File: config.mk
export PLATFORM = sky130hd
export DESIGN_NAME = axis_rx_frame_guard
export DESIGN_NICKNAME = d
export VERILOG_FILES = /design/src/rtl/eth_axis_pkg.sv /design/src/rtl/reset_sync.sv /design/src/rtl/axis_rx_frame_guard.sv
export SDC_FILE = /design/constraint.sdc
export NUM_CORES = 1
export LEC_CHECK = 0
export ABC_CLOCK_PERIOD_IN_PS = 2410
export BUFFER_PORTS_ARGS = -buffer_cell sky130_fd_sc_hd__buf_2
export CORE_MARGIN = 8
export CORE_UTILIZATION = 27
export CTS_BUF_LIST = sky130_fd_sc_hd__clkbuf_2 sky130_fd_sc_hd__clkbuf_4 sky130_fd_sc_hd__clkbuf_8
export CTS_CLUSTER_SIZE = 40
export DETAILED_ROUTE_END_ITERATION = 6
export PLACE_DENSITY = 0.41
export SYNTH_ARGS = -nofsm -noshare
export SYNTH_HDL_FRONTEND = slang
export SYNTH_SLANG_ARGS = --single-unit
File: constraint.sdc
create_clock -name s_aclk -period 2.41 [get_ports s_aclk]
set_clock_uncertainty 0.15 [all_clocks]
set_input_delay 0.241 -clock s_aclk [delete_from_list [all_inputs] [get_ports s_aclk]]
set_output_delay 0.241 -clock s_aclk [all_outputs]
set_load 0.01 [all_outputs]
File: src/rtl/eth_axis_pkg.sv
// Shared Ethernet AXI-Stream definitions: frame-guard state encoding and
// default legal frame-length bounds.
package eth_axis_pkg;

  typedef enum logic [1:0] {
    IDLE = 2'd0,
    PASS = 2'd1,
    DROP = 2'd2
  } frame_guard_state_t;

  localparam int ETH_MIN_LEN = 64;
  localparam int ETH_MAX_LEN = 1518;

endpackage

File: src/rtl/reset_sync.sv
// Two-flop reset synchroniser: asserts asynchronously, releases on the
// second rising edge of s_aclk after s_sresetn goes high.
module reset_sync (
  input  logic s_aclk,
  input  logic s_sresetn,
  output logic rst_n_sync
);

  logic meta_q;
  logic sync_q;
  logic meta_d;
  logic sync_d;

  always_comb begin
    meta_d = 1'b1;
    sync_d = meta_q;
  end

  always_ff @(posedge s_aclk or negedge s_sresetn) begin
    if (!s_sresetn) begin
      meta_q <= 1'b0;
      sync_q <= 1'b0;
    end else begin
      meta_q <= meta_d;
      sync_q <= sync_d;
    end
  end

  assign rst_n_sync = sync_q;

endmodule

File: src/rtl/axis_rx_frame_guard.sv
// Converts a non-stallable raw RX byte stream into an AXI-Stream master that
// terminates bad or overflowed frames with tlast=1, tuser=1.
//
// state | meaning
// IDLE  | between frames; next rx_valid beat is beat 1 of a new frame
// PASS  | forwarding beats of the current frame
// DROP  | discarding the rest of a frame already closed or aborted
module axis_rx_frame_guard
  import eth_axis_pkg::*;
#(
  parameter int DATA_WIDTH = 8,
  parameter int LEN_WIDTH  = 16,
  parameter int MIN_LEN    = ETH_MIN_LEN,
  parameter int MAX_LEN    = ETH_MAX_LEN
) (
  input  logic                  s_aclk,
  input  logic                  s_sresetn,
  input  logic [DATA_WIDTH-1:0] rx_data,
  input  logic                  rx_valid,
  input  logic                  rx_last,
  input  logic                  rx_err,
  output logic [DATA_WIDTH-1:0] m_axis_tdata,
  output logic                  m_axis_tvalid,
  output logic                  m_axis_tlast,
  output logic                  m_axis_tuser,
  input  logic                  m_axis_trdy,
  output logic                  frame_good,
  output logic                  frame_bad
);

  localparam logic [LEN_WIDTH-1:0] LEN_ONE    = LEN_WIDTH'(1);
  localparam logic [LEN_WIDTH-1:0] LEN_MIN    = LEN_WIDTH'(MIN_LEN);
  localparam logic [LEN_WIDTH-1:0] LEN_MAX    = LEN_WIDTH'(MAX_LEN);
  localparam logic [LEN_WIDTH-1:0] LEN_MAX_P1 = LEN_WIDTH'(MAX_LEN + 1);

  logic rst_n;

  reset_sync u_reset_sync (
    .s_aclk     (s_aclk),
    .s_sresetn  (s_sresetn),
    .rst_n_sync (rst_n)
  );

  frame_guard_state_t state_q, state_d;
  logic [LEN_WIDTH-1:0]  len_q, len_d;
  logic                  err_seen_q, err_seen_d;
  logic                  abort_pending_q, abort_pending_d;
  logic                  valid_q, valid_d;
  logic [DATA_WIDTH-1:0] tdata_q, tdata_d;
  logic                  tlast_q, tlast_d;
  logic                  tuser_q, tuser_d;
  logic                  frame_good_q, frame_good_d;
  logic                  frame_bad_q, frame_bad_d;

  logic                  reg_free;
  logic [LEN_WIDTH-1:0]  beat_n;

  always_comb begin
    state_d         = state_q;
    len_d           = len_q;
    err_seen_d      = err_seen_q;
    abort_pending_d = abort_pending_q;
    valid_d         = valid_q;
    tdata_d         = tdata_q;
    tlast_d         = tlast_q;
    tuser_d         = tuser_q;

    reg_free = !valid_q || m_axis_trdy;

    // Saturating beat number including the current beat.
    if (state_q == IDLE) begin
      beat_n = LEN_ONE;
    end else if (&len_q) begin
      beat_n = len_q;
    end else begin
      beat_n = len_q + LEN_ONE;
    end

    if (m_axis_trdy) begin
      valid_d = 1'b0;
    end

    // A pending abort claims the register ahead of any same-cycle input beat.
    if (abort_pending_q && reg_free) begin
      valid_d         = 1'b1;
      tdata_d         = '0;
      tlast_d         = 1'b1;
      tuser_d         = 1'b1;
      abort_pending_d = 1'b0;
    end

    case (state_q)
      IDLE, PASS: begin
        if (rx_valid) begin
          err_seen_d = err_seen_q || rx_err;
          len_d      = beat_n;
          if (!reg_free || abort_pending_q) begin
            abort_pending_d = 1'b1;
            state_d         = rx_last ? IDLE : DROP;
          end else begin
            valid_d = 1'b1;
            tdata_d = rx_data;
            if (rx_last) begin
              tlast_d = 1'b1;
              tuser_d = err_seen_q || rx_err || (beat_n < LEN_MIN) || (beat_n > LEN_MAX);
              state_d = IDLE;
            end else if (beat_n == LEN_MAX_P1) begin
              tlast_d = 1'b1;
              tuser_d = 1'b1;
              state_d = DROP;
            end else begin
              tlast_d = 1'b0;
              tuser_d = 1'b0;
              state_d = PASS;
            end
          end
        end
      end
      DROP: begin
        if (rx_valid && rx_last) begin
          state_d = IDLE;
        end
      end
      default: state_d = IDLE;
    endcase

    if (state_d == IDLE) begin
      len_d      = '0;
      err_seen_d = 1'b0;
    end

    frame_good_d = valid_q && m_axis_trdy && tlast_q && !tuser_q;
    frame_bad_d  = valid_q && m_axis_trdy && tlast_q && tuser_q;
  end

  always_ff @(posedge s_aclk or negedge rst_n) begin
    if (!rst_n) begin
      state_q         <= IDLE;
      len_q           <= '0;
      err_seen_q      <= 1'b0;
      abort_pending_q <= 1'b0;
      valid_q         <= 1'b0;
      tdata_q         <= '0;
      tlast_q         <= 1'b0;
      tuser_q         <= 1'b0;
      frame_good_q    <= 1'b0;
      frame_bad_q     <= 1'b0;
    end else begin
      state_q         <= state_d;
      len_q           <= len_d;
      err_seen_q      <= err_seen_d;
      abort_pending_q <= abort_pending_d;
      valid_q         <= valid_d;
      tdata_q         <= tdata_d;
      tlast_q         <= tlast_d;
      tuser_q         <= tuser_d;
      frame_good_q    <= frame_good_d;
      frame_bad_q     <= frame_bad_d;
    end
  end

  assign m_axis_tdata  = tdata_q;
  assign m_axis_tvalid = valid_q;
  assign m_axis_tlast  = tlast_q;
  assign m_axis_tuser  = tuser_q;
  assign frame_good    = frame_good_q;
  assign frame_bad     = frame_bad_q;

endmodule

; ---- Yosys cells after proc, flatten, opt, wreduce, memory -nomap -nowiden
; Cells that the tools add are included.
[classes]
n_addsub = 1
order_cmp = 2
eq_ne = 3
muxes = 39
n_reduce_logical = 21
[ops]
columns = operator, n
row1 = $mux W16, 5
row2 = $mux W8, 4
row3 = $mux W1, 23
row4 = $add A16 B1 Y16 const B, 1
row5 = $eq A16 B11 Y1 const B, 1
row6 = $gt A16 B11 Y1 const B, 1
row7 = $lt A16 B7 Y1 const B, 1
row8 = $reduce_and A16 Y1, 1
row9 = $mux W2, 6
row10 = $logic_and A1 B1 Y1, 6
row11 = $logic_or A1 B1 Y1, 5
row12 = $logic_not A2 Y1, 2
row13 = $pmux W2 S2, 1
row14 = $reduce_bool A2 Y1, 2
row15 = $logic_not A1 Y1, 3
row16 = $eq A2 B1 Y1 const B, 1
row17 = $eq A2 B2 Y1 const B, 1
row18 = $reduce_and A2 Y1, 1
row19 = $reduce_or A2 Y1, 1
[word_totals]
regBits = 35
input_bits = 14
output_inout_bits = 13
word_cells = 78

; ---- Logic depth before layout (Yosys ltp)
; Gate-level depths: netlist of the first run.
[depth]
depth_word = 12
ltp_mapped = 10
ltp_nobuf = 9

; ---- Modules after synthesis
; Synthesis of the first run repeated with hierarchy kept, for this count alone.
[unflattened]
hier_cells = 254
hier_area_um2 = 2139.6
[modules_own_cells]
columns = module, n_inst, cells_each, area_each_um2
row1 = axis_rx_frame_guard, 1, 251, 2085.8
row2 = reset_sync, 1, 3, 53.8

; ---- Worst setup path before layout of the first run
; Ideal clock, no wire load.
[synth_path]
path_kind = reg2reg
start = register len_q[0]
end = register tuser_q, in the netlist m_axis_tuser
t_arrival_ns = 2.464
t_required_ns = 2.140
path_slack_ns = -0.325
stages_incl_launch_ff = 11
period_less_slack_ns = 2.735
path_cell_list = dfrtp_1 ha_1 nand3_1 or4_1 buf_2 and3_4 xor2_1 and4_4 nand3_1 a21o_1 o211a_1
[synth_between]
elab_chain_len = 10
[synth_rtl]
columns = element, line
row1 = start: declaration, axis_rx_frame_guard.sv:45  ; logic [LEN_WIDTH-1:0] len_q, len_d;
row2 = start signal: assignment, axis_rx_frame_guard.sv:150  ; len_q <= len_d;
row3 = $add A16 B1 Y16 / $reduce_and A16 Y1 (equally long branches), "axis_rx_frame_guard.sv:76, axis_rx_frame_guard.sv:73"
row4 = $mux W16 *, axis_rx_frame_guard.sv:73  ; end else if (&len_q) begin
row5 = $mux W16 *, axis_rx_frame_guard.sv:71  ; if (state_q == IDLE) begin
row6 = $lt A16 B7 Y1, axis_rx_frame_guard.sv:105  ; tuser_d = err_seen_q || rx_err || (beat_n < LEN_MIN) || (beat_n > LEN_MAX);
row7 = $logic_or A1 B1 Y1 (2 in a row), axis_rx_frame_guard.sv:105
row8 = $mux W1 *, axis_rx_frame_guard.sv:103  ; if (rx_last) begin
row9 = $mux W1 *, axis_rx_frame_guard.sv:97  ; if (!reg_free || abort_pending_q) begin
row10 = $mux W1 *, axis_rx_frame_guard.sv:94  ; if (rx_valid) begin
row11 = $mux W1 *, axis_rx_frame_guard.sv:92  ; case (state_q)
row12 = named net tuser_d, axis_rx_frame_guard.sv:51  ; logic tuser_q, tuser_d;
row13 = end signal: assignment, axis_rx_frame_guard.sv:156  ; tuser_q <= tuser_d;
row14 = end: declaration, axis_rx_frame_guard.sv:51
; The timed path passes the listed nets; every way through them passes the cells marked *.
; A chain may end at the register's enable or synchronous reset.

; ---- Worst setup path in the final report of the first run
; Ends and elaborated chain as after synthesis.

==> impl_metrics.json, run 1 <==
{
  "status": "finished, final reports clean",
  "die_w_um": 105,
  "cp_cell_sequence": "ha_4 > nand3_4 > or4_4 > and3_4 > xor2_2 > and4_4 > nand3_2 > a21o_1 > o211a_1",
  "drc": 0,
  "path_buf_inv": 0,
  "grt_max_degree": 21,
  "ys_seq_elements": 35,
  "rsz0062_at_grt": "true",
  "dieArea_sq_um": 11100,
  "cp_data_required_time_ns": 2.44,
  "detail-route-antenna-nets": 0,
  "synthArstFlopShare_pct": 100,
  "seq_power_share_pct": 39.5,
  "wl_um": 6480,
  "setup_viol": 0,
  "clockBufferDepth": 2,
  "power_frac_clock_pct": 26.9,
  "row_count": 32,
  "syn_inst": 256,
  "ioPinCount": 27,
  "timing.fmax_mhz": 420,
  "final_cells": 434,
  "numCtsBuffers": 5,
  "period_share_pct": 98.9,
  "grt_pass1_vias": 2213,
  "core-area_sq_um": 7730,
  "maxCapViolations": 0,
  "wl_per_cell_um": 14.9,
  "start_util_pct": 27.8,
  "dp.final_hpwl_um": 4940,
  "hold_viol_final": 0,
  "crit_fanout": 5,
  "clk_pin_slew_worst_paths_ns": 0.08,
  "powerDensity_nw_per_um2": 666,
  "crit_path_end_kind": "flop",
  "htreeDepth": 2,
  "clock-sinks": 35,
  "dp.cells": 412,
  "syn_to_final_growth_pct": 40.2,
  "clock_latency_ns": 0.29,
  "peakVddDrop_mv": 0.339,
  "syn_area_per_cell_sq_um": 8.39,
  "power.switching_w": 0.000710,
  "hold_class": "in -> reg",
  "postLayoutCoreUtil_pct": 38.9,
  "synth_cell_type_count": 59,
  "yosysWarnings": 0,
  "syn_nets": 271,
  "relSlewSlack_pct": 44.3,
  "die_h_um": 105,
  "place_congestion": 0.855,
  "n_antenna_cell": 0,
  "power_switching_share_pct": 35.4,
  "crit_arrival_ns": 2.42,
  "vias": 2176,
  "layout_commonest_cell": "buf_4",
  "power_leakage_nw": 1.31,
  "portBuffers": 26,
  "cp_top_family": "simple AND/OR/NAND/NOR gates",
  "synth_area_sq_um": 2150,
  "post_dp_cell_area_sq_um": 2720,
  "synth_ff_type": "dfrtp_1",
  "cts_tree": "done",
  "grt_pass1_wl_um": 10900,
  "internal-power_w": 0.00129,
  "grtUsageTotal_pct": 12.0,
  "cp-start-kind": "flop",
  "layout_common_cells": "51 x buf_4, 36 x nand2_1, 32 x dfrtp_1",
  "report.final.slew_viol_count": 0,
  "drtPass1Iterations": 4,
  "critPathMaxStageDelay_ns": 0.56,
  "design_area_sq_um": 3010,
  "layout.nets": 346,
  "root_buffer": "clkbuf_8",
  "crit_slowest_cell": "or4_4",
  "drt_iter0_markers": 120,
  "ys_seq_area_share_pct": 40.8,
  "worstMarginPinSlew_ns": 0.836,
  "grt_overflow": 0,
  "drive_gt1_share_pct": 34.9,
  "combPwrFrac_pct": 33.5,
  "period_minus_slack_ns": 2.38,
  "antenna_found_initial": 0,
  "largest_register": "len_q",
  "largest_reg_flops": 16,
  "vias_per_cell": 5.01,
  "path_class": "reg -> reg",
  "synth_edf_count": 0
}
-- cells by family (layout without fill, tap and decap cells) --
family | after synthesis | in the layout | synth area share [%]
and+or+nand+nor | 121 | 121 | 30.1
muxes | 3 | 3 | 1.52
other | 1 | 1 | 0.175
AOI/OAI and AO/OA | 68 | 68 | 20.3
xor gates and xnor gates | 6 | 6 | 2.45
DFF | 35 | 35 | 40.8
adders and majority gates | 1 | 1 | 0.583
buffers and inverters | 21 | 97 | 4.02
-- worst register-to-register path, delay by kind of cell (launching register included) --
| family | cells | cell delay [ns] |
|---|---|---|
| AO/OA/AOI/OAI | 2 | 0.27 |
| XOR/XNOR | 1 | 0.13 |
| AND/OR/NAND/NOR | 5 | 1.17 |
| flip-flops | 1 | 0.39 |
| adder cells (fa/ha/maj) | 1 | 0.17 |
-- worst paths after layout --
check	slack, ns	endpoint	from	cells past startpoint
setup / recovery	0.03	m_axis_tuser$_DFF_PN0_	len_q[0]$_DFFE_PN0P_	9
min in group asynchronous	0.10	u_reset_sync.meta_q$_DFF_PN0_	s_sresetn	2
setup reg to reg	0.03	m_axis_tuser$_DFF_PN0_	len_q[0]$_DFFE_PN0P_	9
hold reg to reg	0.19	m_axis_tdata[3]$_DFF_PN0_	u_reset_sync.rst_n_sync$_DFF_PN0_	0
hold / removal	0.006	m_axis_tdata[5]$_DFF_PN0_	rx_data[5]	3
max in group asynchronous	1.25	len_q[11]$_DFFE_PN0P_	u_reset_sync.rst_n_sync$_DFF_PN0_	1
-- cell usage after synthesis (2+ instances only) --
master,n,area share (%)
a21oi_1,23,5.4
buf_2,5,1.2
nand3_1,11,2.6
or2_2,2,0.58
and3_1,4,1.2
inv_1,4,0.70
nand4_1,8,2.3
and4_1,2,0.82
dfrtp_1,35,41
nand2b_1,3,0.87
nor2b_1,2,0.58
a22oi_1,3,1.0
nor4_1,4,1.2
xnor2_1,2,0.82
o21ai_0,16,3.7
a31oi_1,2,0.58
nor2_1,24,4.2
o211ai_1,2,0.70
a41oi_1,4,1.6
xor2_1,4,1.6
clkbuf_1,11,1.9
nand2_1,36,6.3
nor3_1,13,3.0
-- area by class of cell --
class,count,area (sq um)
Tap cell,102,128
Sequential cell,35,880
Clock inverter,3,43.8
Inverter,4,15.0
Timing Repair Buffer,85,594
Multi-Input combinational cell,200,1280
Fill cell,796,4720
Clock buffer,5,68.8
-- through the flow --
step / worst slack, ns / hold slack [ns] / power, W / setup TNS [ns]
after CTS: 0.000537 / 0.00267 / 0.00203 / 0
after floorplan: -0.0446 / -0.205 / 0.00116 / -0.0446
final: 0.0275 / 0.00552 / 0.00200 / 0
after global placement: -0.0114 / -0.123 / 0.00148 / -0.0114
after detailed placement: 0.00182 / -0.122 / 0.00147 / 0
after global routing: -0.0634 / 0.00207 / 0.00215 / -0.0958
-- repair_timing --
action,CTS,global route
hold buffers,7,0
hold endpoints to repair,8,0
buffers inserted,0,7
setup endpoints to repair,1,4
pin swaps,0,12
resized for setup,2,10
-- power groups by stage --
| stage | sequential [W] | combinational (W) | clock [W] |
|---|---|---|---|
| CTS | 0.000792 | 0.000678 | 0.000559 |
| finish | 0.000792 | 0.000672 | 0.000539 |
| floorplan | 0.000843 | 0.000313 | 0 |
| detailed placement | 0.000803 | 0.000668 | 0 |
| global route | 0.000811 | 0.000761 | 0.000575 |
| global placement | 0.000802 | 0.000677 | 0 |
-- metal layers --
metal	GRT usage [%]	vias up	wire length, um
met1	14.7	1015	2860
met3	2.83	13	404
met2	20.4	72	3120
met4	3.47	0	98
li1	-	1076	-
met5	0	-	0
(Power assumes the default switching activity.)
==> run 2, diff against run 1 <==
Settings changed: ABC_AREA set to 1.
==> run 2 against run 1 <==
Effect of this change: maximum frequency grew 1.7%; die area grew 2.3%; setup slack gained 0.041 ns; via count grew 3.4%; routed wire length grew 4.0%; register-to-register slack gained 0.04 ns; sequential cell count is the same; core utilization grew 0.50 points; sequential power grew 15%; synthesized cell count grew 23%; global-route usage grew 0.11 points; critical path type unchanged; largest power group is now combinational cells.
==> impl_metrics.json, run 2 <==
{
  "syn_to_final_growth_pct": 44.0,
  "detail-route-antenna-nets": 0,
  "crit_arrival_ns": 2.41,
  "cp_cell_sequence": "ha_2 > inv_2 > nor2_4 > nand2_4 > inv_8 > nand2_8 > nand3_1 > nand2_1 > nor2_2 > nand2_1 > nor2_2 > nand3_4 > nand2_4 > a21oi_4 > clkbuf_16 > a21oi_2",
  "synthTopCellsByCount": "97 x nand2_1, 35 x dfrtp_1, 32 x inv_1, 31 x o21ai_0, 28 x nor2_1",
  "dp.cells": 480,
  "synth_edf_count": 0,
  "cp_top_family": "simple AND/OR/NAND/NOR gates",
  "cp_data_required_time_ns": 2.48,
  "layout_commonest_cell": "nand2_1",
  "hold_viol_final": 0,
  "min_path_cells": 3,
  "crit_path_end_kind": "flop",
  "yosysTopAreaCell": "dfrtp_1",
  "dp.final_hpwl_um": 4810,
  "wl_um": 6740,
  "rr_startpoint": "len_q[1]$_DFFE_PN0P_",
  "rsz0062_at_grt": "true",
  "hold_ws_ns": 0.00678,
  "power_frac_clock_pct": 14.8,
  "core-area_sq_um": 8050,
  "setup_viol": 0,
  "place_congestion": 0.869,
  "grt_max_degree": 34,
  "drc": 0,
  "cp-start-kind": "flop",
  "power_leakage_nw": 1.50,
  "synth_area_sq_um": 2200,
  "layout_common_cells": "86 x nand2_1, 44 x buf_4, 32 x inv_1",
  "dieArea_sq_um": 11300,
  "syn_inst": 314,
  "synth_cell_type_count": 34,
  "ioPinCount": 27,
  "powerDensity_nw_per_um2": 885,
  "power.switching_w": 0.00125,
  "cts_tree": "done",
  "status": "finished, final reports clean",
  "hold_class": "in -> reg",
  "drt_iter0_markers": 90,
  "antenna_found_initial": 0,
  "yosysWarnings": 0,
  "report.final.slew_viol_count": 0,
  "grtUsageTotal_pct": 12.1,
  "grt_pass1_vias": 2220,
  "holdPathEnd": "m_axis_tdata[5]$_DFF_PN0_",
  "setup-tns-final_ns": 0,
  "syn_area_per_cell_sq_um": 7.02,
  "peakVddDrop_mv": 0.455,
  "largest_reg_flops": 16,
  "combPwrFrac_pct": 52.7,
  "clk_pin_slew_worst_paths_ns": 0.07,
  "synthTopCellsByArea": "dfrtp_1 40%, nand2_1 17%, o21ai_0 7.0%, inv_1 5.4%, nor2_1 4.8%",
  "maxCapViolations": 0,
  "synth_ff_type": "dfrtp_1",
  "wl_per_cell_um": 13.5,
  "drtPass1Iterations": 6,
  "grt_pass1_wl_um": 11100,
  "crit_slowest_cell": "dfrtp_1",
  "clock-sinks": 35,
  "grt_overflow": 0,
  "period_minus_slack_ns": 2.34,
  "synth_top_area_share_pct": 39.7,
  "final_cells": 498,
  "worstRegToRegCells": 16,
  "layout.nets": 407,
  "clock_latency_ns": 0.29,
  "drive_gt1_share_pct": 39.9,
  "internal-power_w": 0.00156,
  "numCtsBuffers": 5,
  "synth.most_common_cell": "nand2_1",
  "postLayoutCoreUtil_pct": 39.4,
  "synthArstFlopShare_pct": 100,
  "n_antenna_cell": 0,
  "crit_fanout": 11,
  "ys_seq_area_share_pct": 39.7,
  "syn_nets": 329,
  "vias_per_cell": 4.52,
  "r2r_slack_ns": 0.07,
  "largest_register": "len_q",
  "htreeDepth": 2,
  "path_buf_inv": 3,
  "power_switching_share_pct": 44.5,
  "start_util_pct": 27.4,
  "vias": 2250,
  "min-delay-start": "rx_data[5]",
  "seq_power_share_pct": 32.5,
  "clockBufferDepth": 2,
  "path_class": "reg -> reg",
  "row_count": 33,
  "timing.fmax_mhz": 427,
  "die_w_um": 106,
  "root_buffer": "clkbuf_8",
  "period_share_pct": 97.2,
  "ys_seq_elements": 35,
  "portBuffers": 26,
  "r2r_end": "len_q[1]$_DFFE_PN0P_",
  "die_h_um": 106,
  "critPathMaxStageDelay_ns": 0.36
}
-- run 2: kinds of logic after synthesis --
| family | count (synthesis) | share of synthesized area (%) |
|---|---|---|
| adders and majority gates | 1 | 0.567 |
| AOI/OAI and AO/OA | 60 | 16.3 |
| DFF | 35 | 39.7 |
| xor gates and xnor gates | 3 | 1.19 |
| and+or+nand+nor | 168 | 33.0 |
| other | 1 | 0.170 |
| buffers and inverters | 46 | 8.97 |
-- run 2: final cells by class --
cell class,count,area [sq um]
Timing Repair Buffer,76,548
Inverter,38,150
Sequential cell,35,881
Clock buffer,5,68.8
Fill cell,865,4880
Multi-Input combinational cell,236,1380
Tap cell,105,131
Clock inverter,3,15.0
-- run 2: metrics by stage --
stage / setup WS (ns) / cell area (sq um) / power [W]
floorplan: 0.0481 / 2210 / 0.00163
global placement: -0.0639 / 2750 / 0.00218
detailed placement: -0.0573 / 2750 / 0.00217
CTS: 0.00493 / 2890 / 0.00266
global route: -0.0396 / 3180 / 0.00303
finish: 0.0684 / 3180 / 0.00281
-- run 2: worst max-delay path by stage --
stage                                    start              endpoint  slack (ns)  cells past startpoint
after floorplan           len_q[0]$_DFFE_PN0P_  len_q[0]$_DFFE_PN0P_        0.05                     18
after global placement    len_q[6]$_DFFE_PN0P_  len_q[7]$_DFFE_PN0P_       -0.06                     13
after detailed placement  len_q[1]$_DFFE_PN0P_  len_q[9]$_DFFE_PN0P_       -0.06                     15
after CTS                 len_q[1]$_DFFE_PN0P_  len_q[8]$_DFFE_PN0P_       0.005                     14
after global routing      len_q[9]$_DFFE_PN0P_  len_q[0]$_DFFE_PN0P_       -0.04                     14
final                     len_q[1]$_DFFE_PN0P_  len_q[1]$_DFFE_PN0P_        0.07                     16
-- run 2: metal layers --
layer  GRT usage (%)  up-vias  part of all wire [%]
li1                -     1170                     -
met1            15.3     1029                    48
met2            20.2       38                    46
met3            2.60       13                   3.3
met4            3.42        0                   2.3
met5               0        -                     0
-- run 2: what timing repair did --
| item | 4_1_cts | 5_1_grt |
|---|---|---|
| gates resized for setup | 6 | 62 |
| cloned | 3 | 1 |
| setup endpoints to repair | 17 | 21 |
| hold buffers | 2 | 0 |
| endpoints found under the hold margin | 3 | 0 |
| pin swaps | 2 | 16 |
| buffers inserted | 0 | 4 |
-- run 2: worst min-delay path, cell delays in order --
cell	delay (ns)
buf_2	0.07
nand2_1	0.04
o21ai_0	0.05
-- run 2: power by group through the flow --
| stage | Combinational [W] | Sequential [W] | Clock (W) |
|---|---|---|---|
| 6_report | 0.00148 | 0.000914 | 0.000415 |
| 5_1_grt | 0.00163 | 0.000941 | 0.000456 |
| 4_1_cts | 0.00131 | 0.000911 | 0.000435 |
| 3_5_place_dp | 0.00125 | 0.000916 | 0 |
| 3_3_place_gp | 0.00126 | 0.000921 | 0 |
| 2_1_floorplan | 0.000664 | 0.000963 | 0 |
==> run 3, diff against run 2 <==
Settings changed: CORE_ASPECT_RATIO set to 1.5, CORE_UTILIZATION 27 to 50, PLACE_DENSITY 0.41 to 0.68.
==> run 3 against run 2 <==
Effect of this change: core utilization is 33 points higher; setup slack got worse by 0.059 ns; hold slack improved by 0.011 ns; final cell count shrank 13%; sequential power shrank 1%; sequential cell count unchanged; die area down 40%; sequential share of layout area increased by 0.73 points; clock-buffer cell count grew 1; clock power grew 32%; critical path type unchanged; critical endpoint is now len_q[4]$_DFFE_PN0P_.
==> impl_metrics.json, run 3 (synthesis results as in run 2) <==
{
  "status": "finished, final reports clean",
  "clk_pin_slew_worst_paths_ns": 0.07,
  "vias": 2339,
  "dp.cells": 412,
  "crit_fanout": 6,
  "drive_gt1_share_pct": 38.2,
  "syn_to_final_growth_pct": 40.0,
  "hold_viol_final": 0,
  "met3_usage_pct": 2.15,
  "final_cells": 431,
  "htreeDepth": 2,
  "n_antenna_cell": 0,
  "ioPinCount": 27,
  "met1_usage_pct": 19.2,
  "period_share_pct": 99.6,
  "grt_pass1_vias": 2347,
  "die_h_um": 97.3,
  "cts_tree": "done",
  "crit_path_end_kind": "flop",
  "largest_register": "len_q",
  "report.final.slew_viol_count": 0,
  "wl_per_cell_um": 15.1,
  "drtPass1Iterations": 4,
  "rr_startpoint": "len_q[10]$_DFFE_PN0P_",
  "grtUsageTotal_pct": 18.0,
  "cp_data_required_time_ns": 2.43,
  "clockBufferDepth": 2,
  "setup_viol": 0,
  "min-delay-start": "rx_data[6]",
  "peakVddDrop_mv": 0.988,
  "vias_per_cell": 5.43,
  "start_util_pct": 51.9,
  "post-place-ws_ns": -0.0481,
  "maxCapViolations": 0,
  "portBuffers": 26,
  "die_w_um": 70.2,
  "clock-sinks": 35,
  "drc": 0,
  "worstRegToRegCells": 15,
  "place_congestion": 0.897,
  "timing.fmax_mhz": 416,
  "power_leakage_nw": 1.49,
  "layout_setup_ws_ns": 0.00892,
  "dp.final_hpwl_um": 4440,
  "detail-route-antenna-nets": 0,
  "dieArea_sq_um": 6830,
  "layout_common_cells": "89 x nand2_1, 36 x buf_4, 33 x dfrtp_1",
  "numCtsBuffers": 5,
  "layout.nets": 399,
  "grt_use_met2_pct": 32.4,
  "grt_overflow": 0,
  "antenna_found_initial": 0,
  "rsz0062_at_grt": "true",
  "core-area_sq_um": 4250,
  "grt_most_used_layer": "met2",
  "layout_commonest_cell": "nand2_1",
  "row_count": 29,
  "powerDensity_nw_per_um2": 962,
  "largest_reg_flops": 16,
  "hold_ws_ns": 0.0177,
  "drt_iter0_markers": 146,
  "clock_latency_ns": 0.29,
  "wl_um": 6500,
  "hold_class": "in -> reg",
  "grt_max_degree": 34,
  "grt_pass1_wl_um": 10100,
  "cp-start-kind": "flop",
  "setup.worst_path.start": "len_q[10]$_DFFE_PN0P_",
  "crit_arrival_ns": 2.42,
  "min_path_cells": 3,
  "setup-tns-final_ns": 0,
  "root_buffer": "clkbuf_8",
  "period_minus_slack_ns": 2.40,
  "path_class": "reg -> reg"
}
run 3: cell count changes in the layout (fill, tap and decap cells not counted), sizes merged:
cell	previous run	this run
buf	73	65
clkinv	5	3
bufinv	0	1
clkbuf	6	7
dlygate4sd3	2	1
nand2	106	107
run 3: final timing paths:
| check | end | slack, ns |
|---|---|---|
| setup / recovery | len_q[4]$_DFFE_PN0P_ | 0.009 |
| hold / removal | m_axis_tdata[6]$_DFF_PN0_ | 0.02 |
| setup reg to reg | len_q[4]$_DFFE_PN0P_ | 0.009 |
| hold reg to reg | len_q[0]$_DFFE_PN0P_ | 0.12 |
| max in group asynchronous | len_q[7]$_DFFE_PN0P_ | 1.67 |
| min in group asynchronous | u_reset_sync.rst_n_sync$_DFF_PN0_ | 0.11 |
run 3: cell type report:
class                           count  area, sq um
Clock buffer                        6         82.6
Clock inverter                      2         35.0
Fill cell                         343         1160
Inverter                           38          153
Multi-Input combinational cell    237         1390
Sequential cell                    35          878
Tap cell                           46         57.6
Timing Repair Buffer               67          487
run 3: worst max-delay path: stages (launching register included):
cell and delay (ns):
dfrtp_1 0.39, nand2_1 0.11, nor2_4 0.18, nand2_2 0.13, inv_4 0.12, nand2_8 0.07, nand2_1 0.10, nand2_1 0.08
nor2_2 0.18, nand2_2 0.12, nor2_4 0.11, nand3_4 0.10, nand3_2 0.10, nand2_4 0.11, nand2_4 0.15, a21oi_4 0.06
run 3: metrics by stage:
step,power [W],cell area (sq um),util (%)
after floorplan,0.00163,2210,-
after global placement,0.00215,2620,61.7
after detailed placement,0.00217,2620,61.7
after CTS,0.00277,2780,65.5
after global routing,0.00317,3090,72.7
final,0.00297,3090,72.7
run 3: what timing repair did:
action,CTS,global route
endpoints found under the setup margin,17,21
setup buffers,0,5
cloned,2,3
hold buffers,1,0
gates resized for setup,4,63
pin swaps,1,37
endpoints found under the hold margin,2,0
run 3: report_power, final:
group	internal [W]	switching [W]	total, W
Clock	0.000335	0.000213	0.000548
Sequential	0.000774	0.000127	0.000901
Combinational	0.000610	0.000909	0.00152
Total	0.00172	0.00125	0.00297
run 3: layer usage:
layer	vias up	wire, um	share of wire, %
met5	-	0	0
met4	0	301	4.6
met3	25	289	4.4
met2	78	3420	53
met1	1090	2490	38
li1	1146	-	-
